==> src/rtl/sipo_frame_pkg.sv <==
// -----------------------------------------------------------------------------
// sipo_frame_pkg
//
// Shared definitions for the framed serial receive controller:
//   - state_t       : controller state encoding (2 bits; 2'd3 is unused and
//                     recovers to IDLE)
//   - DEFAULT_WIDTH : default number of data bits per frame
//   - is_stop_good  : names the polarity of a good stop bit
// -----------------------------------------------------------------------------
package sipo_frame_pkg;

  // Default data bits per frame; legal range for WIDTH is 2..32.
  localparam int DEFAULT_WIDTH = 4;

  typedef enum logic [1:0] {
    ST_IDLE = 2'd0,
    ST_DATA = 2'd1,
    ST_STOP = 2'd2
  } state_t;

  // The serial line idles high, so a valid stop bit is a 1.
  function automatic logic is_stop_good(input logic stop_bit);
    return stop_bit == 1'b1;
  endfunction

endpackage

==> src/rtl/sipo_shift_reg.sv <==
// -----------------------------------------------------------------------------
// sipo_shift_reg
//
// WIDTH-bit serial-in / parallel-out shift register. Shifts left with din
// entering bit 0 on every rising edge where shift_en is high, so the first bit
// shifted in ends up in the MSB after WIDTH shifts.
//
// Ports:
//   clk      in   system clock (rising edge)
//   reset    in   synchronous, active-low reset; clears q
//   shift_en in   shift on this edge
//   din      in   serial bit shifted into bit 0
//   q        out  parallel contents
// -----------------------------------------------------------------------------
module sipo_shift_reg
  import sipo_frame_pkg::*;
#(
  parameter int WIDTH = DEFAULT_WIDTH
) (
  input  logic             clk,
  input  logic             reset,
  input  logic             shift_en,
  input  logic             din,
  output logic [WIDTH-1:0] q
);

  always_ff @(posedge clk) begin
    if (!reset) begin
      q <= '0;
    end else if (shift_en) begin
      q <= {q[WIDTH-2:0], din};
    end
  end

endmodule

==> src/rtl/sipo_frame_ctrl.sv <==
// -----------------------------------------------------------------------------
// sipo_frame_ctrl
//
// Framed serial receive controller. Detects a start bit (din==0 while idle),
// shifts exactly WIDTH data bits into a SIPO register, checks the stop bit and
// hands the word to a consumer through a one-deep output buffer.
//
// Frame on din: start(0), WIDTH data bits (first bit -> MSB), stop(1).
// Frame length is WIDTH+2 cycles; frames may run back to back.
//
// Ports:
//   clk         in   system clock (rising edge)
//   reset       in   synchronous, active-low reset
//   din         in   serial line, idles high
//   data_ready  in   consumer ready
//   data_out    out  last good word (registered)
//   data_valid  out  data_out holds an unconsumed word (registered)
//   busy        out  frame in progress, i.e. state != IDLE (registered)
//   frame_err   out  one-cycle pulse: stop bit sampled as 0
//   overrun     out  one-cycle pulse: good word dropped, buffer still full
//   dbg_state   out  current FSM state encoding, for observation only
//
// Handshake: a word transfers on every rising edge where data_valid and
// data_ready are both high. data_out is held stable while data_valid is high
// and data_ready is low. A transfer and a new load may coincide; the buffer
// then stays valid with the new word. data_ready only feeds registers, so it
// has no combinational path to any output.
// -----------------------------------------------------------------------------
module sipo_frame_ctrl
  import sipo_frame_pkg::*;
#(
  parameter int WIDTH = DEFAULT_WIDTH
) (
  input  logic             clk,
  input  logic             reset,
  input  logic             din,
  input  logic             data_ready,
  output logic [WIDTH-1:0] data_out,
  output logic             data_valid,
  output logic             busy,
  output logic             frame_err,
  output logic             overrun,
  output logic [1:0]       dbg_state
);

  // Counter spans 0..WIDTH inclusive.
  localparam int CW = $clog2(WIDTH + 1);

  state_t           state;
  logic [CW-1:0]    bit_cnt;
  logic [WIDTH-1:0] shift_q;
  logic             shift_en;
  logic             last_bit;
  logic             can_load;

  // Shifting happens on every edge spent in DATA; the start bit is sampled in
  // IDLE and therefore never enters the register.
  assign shift_en  = (state == ST_DATA);

  // The edge that performs the WIDTH-th shift sees bit_cnt == WIDTH-1.
  assign last_bit  = (bit_cnt == CW'(WIDTH - 1));

  // The buffer can take a new word if it is empty or is draining this edge.
  assign can_load  = !data_valid || data_ready;

  assign dbg_state = state;

  sipo_shift_reg #(
    .WIDTH (WIDTH)
  ) u_shift (
    .clk      (clk),
    .reset    (reset),
    .shift_en (shift_en),
    .din      (din),
    .q        (shift_q)
  );

  always_ff @(posedge clk) begin
    if (!reset) begin
      state      <= ST_IDLE;
      bit_cnt    <= '0;
      data_out   <= '0;
      data_valid <= 1'b0;
      busy       <= 1'b0;
      frame_err  <= 1'b0;
      overrun    <= 1'b0;
    end else begin
      // Status outputs are single-cycle pulses.
      frame_err <= 1'b0;
      overrun   <= 1'b0;

      // Consumer drains the buffer; a load in STOP below overrides this.
      if (data_valid && data_ready) begin
        data_valid <= 1'b0;
      end

      case (state)
        ST_IDLE: begin
          if (!din) begin
            state   <= ST_DATA;
            bit_cnt <= '0;
            busy    <= 1'b1;
          end
        end

        ST_DATA: begin
          bit_cnt <= bit_cnt + CW'(1);
          if (last_bit) begin
            state <= ST_STOP;
          end
        end

        ST_STOP: begin
          // Always back to IDLE, so a start bit right after the stop bit is
          // seen on the very next edge.
          state <= ST_IDLE;
          busy  <= 1'b0;
          if (is_stop_good(din)) begin
            if (can_load) begin
              data_out   <= shift_q;
              data_valid <= 1'b1;
            end else begin
              overrun <= 1'b1;
            end
          end else begin
            frame_err <= 1'b1;
          end
        end

        default: begin
          // Unused encoding: recover quietly to IDLE.
          state   <= ST_IDLE;
          bit_cnt <= '0;
          busy    <= 1'b0;
        end
      endcase
    end
  end

endmodule

==> config.mk <==
export PLATFORM = sky130hd
export DESIGN_NAME = sipo_frame_ctrl
export DESIGN_NICKNAME = d
export VERILOG_FILES = /design/src/rtl/sipo_frame_pkg.sv /design/src/rtl/sipo_shift_reg.sv /design/src/rtl/sipo_frame_ctrl.sv
export SDC_FILE = /design/constraint.sdc
export NUM_CORES = 1
export LEC_CHECK = 0
export ABC_AREA = 0
export BUFFER_PORTS_ARGS = -buffer_cell sky130_fd_sc_hd__buf_2
export CORE_MARGIN = 2
export CORE_UTILIZATION = 50
export DETAILED_ROUTE_END_ITERATION = 12
export GPL_TIMING_DRIVEN = 1
export PLACE_DENSITY_LB_ADDON = 0.25
export SYNTH_ARGS = -nofsm -noshare
export SYNTH_HDL_FRONTEND = slang
export SYNTH_HIERARCHICAL = 1
export SYNTH_SLANG_ARGS = --single-unit
export TNS_END_PERCENT = 100
==> constraint.sdc <==
create_clock -name clk -period 1.7 [get_ports clk]
set_clock_uncertainty 0.1 [all_clocks]
set_input_delay 0.17 -clock clk [delete_from_list [all_inputs] [get_ports clk]]
set_output_delay 0.17 -clock clk [all_outputs]
set_load 0.05 [all_outputs]
==> flow_metrics.env <==
export IMPL_synth_edf_count=0
export IMPL_dp_hpwl_um=702
export IMPL_setup_viol=0
export IMPL_synthToLayoutAreaGrowth_pct=13.0
export IMPL_clkLatencyLatePin_ps=280
export IMPL_grtUsageTotal_pct=14.1
export IMPL_slew_viol_final=0
export IMPL_cts_path_max_buffers=2
export IMPL_period_minus_slack_ps=1380
export IMPL_drt_iter0_markers=1
export IMPL_power_density_mw_per_mm2=864
export IMPL_cts_tree="built"
export IMPL_fp_dieW_um=41.5
export IMPL_ir_drop_mv=0.590
export IMPL_synth_area_leaders="dfxtp_1 (48%), mux2i_1 (13%), nor2b_1 (8.0%), nand2_1 (4.8%), ha_1 (3.6%)"
export IMPL_rsz0062_at_grt="false"
export IMPL_ys_top_cells_by_count="dfxtp_1 (17), mux2i_1 (9), nand2_1 (9), nor2b_1 (9)"
export IMPL_port_buffers=13
export IMPL_netlist_area_leader_share_pct=48.4
export IMPL_drv_cap=0
export IMPL_synth_top_cell_by_area="dfxtp_1"
export IMPL_start_kind="flop"
export IMPL_clock_sinks=17
export IMPL_path_buf_inv=1
export IMPL_die_h_um=41.5
export IMPL_status="finished, final reports clean"
export IMPL_cp_arrival_ps=1110
export IMPL_via_per_inst=4.78
export IMPL_ioPinCount=14
export IMPL_routedWlPerCell_um=10.5
export IMPL_synth_cell_types=19
export IMPL_antenna_found_initial=0
export IMPL_drcViolationCount=0
export IMPL_max_stage_delay_ps=500
export IMPL_syn_nets=72
export IMPL_wl_um=1010
export IMPL_grt_pass1_vias=461
export IMPL_power_uw=686
export IMPL_coreArea_mm2=0.00130
export IMPL_ant_nets=0
export IMPL_critical_path_top_delay_family="flip-flops"
export IMPL_power_frac_comb_pct=9.2
export IMPL_firstDrtPassIters=3
export IMPL_required_ps=1430
export IMPL_async_reset_ff_share_pct=0
export IMPL_cts_hold_buf=0
export IMPL_fin_nets=88
export IMPL_n_fill_cell=114
export IMPL_leakage_uw=0.000353
export IMPL_grt_pass1_wl_um=1860
export IMPL_hold_path_class="input port to flop"
export IMPL_gp_congestion=0.681
export IMPL_finalCritPeriodShare_pct=81.2
export IMPL_cts_setup_buffers=0
export IMPL_tightest_slew_ps=396
export IMPL_clk_pin_slew_worst_paths_ps=90
export IMPL_hold_viol_final=0
export IMPL_fin_ws_ps=320
export IMPL_path_cells="buf_2"
export IMPL_fmax_mhz=724
export IMPL_synth_area_per_cell_um2=10.7
export IMPL_seqPwrFrac_pct=60.3
export IMPL_multiInputGateArea_um2=333
export IMPL_num_rows=13
export IMPL_cts_repair_resized=0
export IMPL_synth_ff_latch_count=17
export IMPL_p_clk_share_pct=30.5
export IMPL_criticalPathCategory="flop to output pin"
export IMPL_synthFlopType="dfxtp_1"
export IMPL_seq_area_frac_synth_pct=48.4
export IMPL_cp_end_kind="output pin"
export IMPL_grt_max_degree=22
export IMPL_critPathMaxFanout=7
export IMPL_synth_warnings=6
export IMPL_switching_share_pct=23.8
export IMPL_grt_overflow=0
export IMPL_holdWs_ps=117
export IMPL_p_int_uw=523
export IMPL_dieArea_mm2=0.00172
export IMPL_synth_cells=66
export IMPL_yosysMostFrequentCell="dfxtp_1"
export IMPL_synthesis_area_um2=703
export IMPL_start_util_pct=54.0
export IMPL_max_slew_margin_pct=73.5
export IMPL_htree_levels=1
export IMPL_final_util_pct=61.1
export IMPL_ctsRootBufferMaster="clkbuf_4"
export IMPL_num_vias=459
export IMPL_numCtsBuffers=3
export IMPL_drive_gt1_share_pct=25.9
export IMPL_seq_area_um2=340
export IMPL_setup_tns_ps=0
export IMPL_dpl_worst_slack_ps=393
export IMPL_p_switching_uw=164
export IMPL_worst_path_max_delay_cell="dfxtp_1"
export IMPL_diodes=0
[metal layers]
layer	part of all wire (%)	track usage, %	vias up
met2	44	20.9	7
met1	51	17.4	204
li1	-	-	246
met5	0	0	-
met3	3.3	2.61	2
met4	1.4	11.6	0
[power by group through the flow]
stage | Sequential (uW) | Combinational (uW) | Clock (uW)
after floorplan | 436 | 38.3 | 0
after global placement | 423 | 62.3 | 0
after detailed placement | 423 | 63.3 | 0
after CTS | 414 | 63.5 | 224
after global routing | 416 | 70.1 | 230
final | 414 | 63.3 | 210
[cell families (layout without fill, tap and decap cells)]
group / Yosys count / after routing / share of synthesized area [%]
mux: 9 / 9 / 12.8
flops: 17 / 17 / 48.4
fa+ha+maj: 2 / 2 / 3.56
compound gates: 4 / 4 / 4.27
simple gates: 29 / 29 / 26.7
buf+inv: 5 / 20 / 4.27
[metrics by stage]
stage | instances | area [um^2]
6_report | 96 | 795
2_1_floorplan | 66 | 703
3_5_place_dp | 92 | 768
4_1_cts | 96 | 795
5_1_grt | 96 | 795
3_3_place_gp | 92 | 768
[worst paths after layout]
| path | from | to | slack [ps] | cells past startpoint |
|---|---|---|---|---|
| max | dbg_state[1] | dbg_state[1] | 320 | 1 |
| min | din | overrun | 120 | 3 |
| max reg2reg | dbg_state[0] | u_shift/q[0] | 370 | 3 |
| min reg2reg | data_out[2] | data_out[2] | 360 | 2 |
[cells in the final DEF (no fill, tap or decap)]
master    synthesis  final
a21oi_1           1      1
a22oi_1           2      2
and2b_2           1      1
and3_1            1      1
and3_2            1      1
buf_2             0     13
clkbuf_1          0      1
clkbuf_4          0      3
dfxtp_1          17     17
ha_1              2      2
inv_1             3      3
mux2i_1           9      9
nand2_1           9      9
nand3b_4          1      1
nor2_1            3      3
nor2_8            1      1
nor2b_1           9      9
nor2b_2           1      1
nor3b_1           2      2
o21ba_1           1      1
[cell type report]
cell class / instances / area share, %
clock buffer: 4 / 3.31
timing repair buffer: 13 / 8.19
tap: 15 / 2.36
multi-input combinational: 44 / 41.9
sequential: 17 / 42.8
inverter: 3 / 1.42
[sequential cells by signal, summed over array words and instances (netlist names)]
signal / flops
bit_cnt: 3
busy: 1
data_out: 4
data_valid: 1
dbg_state: 2
frame_err: 1
overrun: 1
u_shift/q: 4
Power figures use the tool's default switching activity.
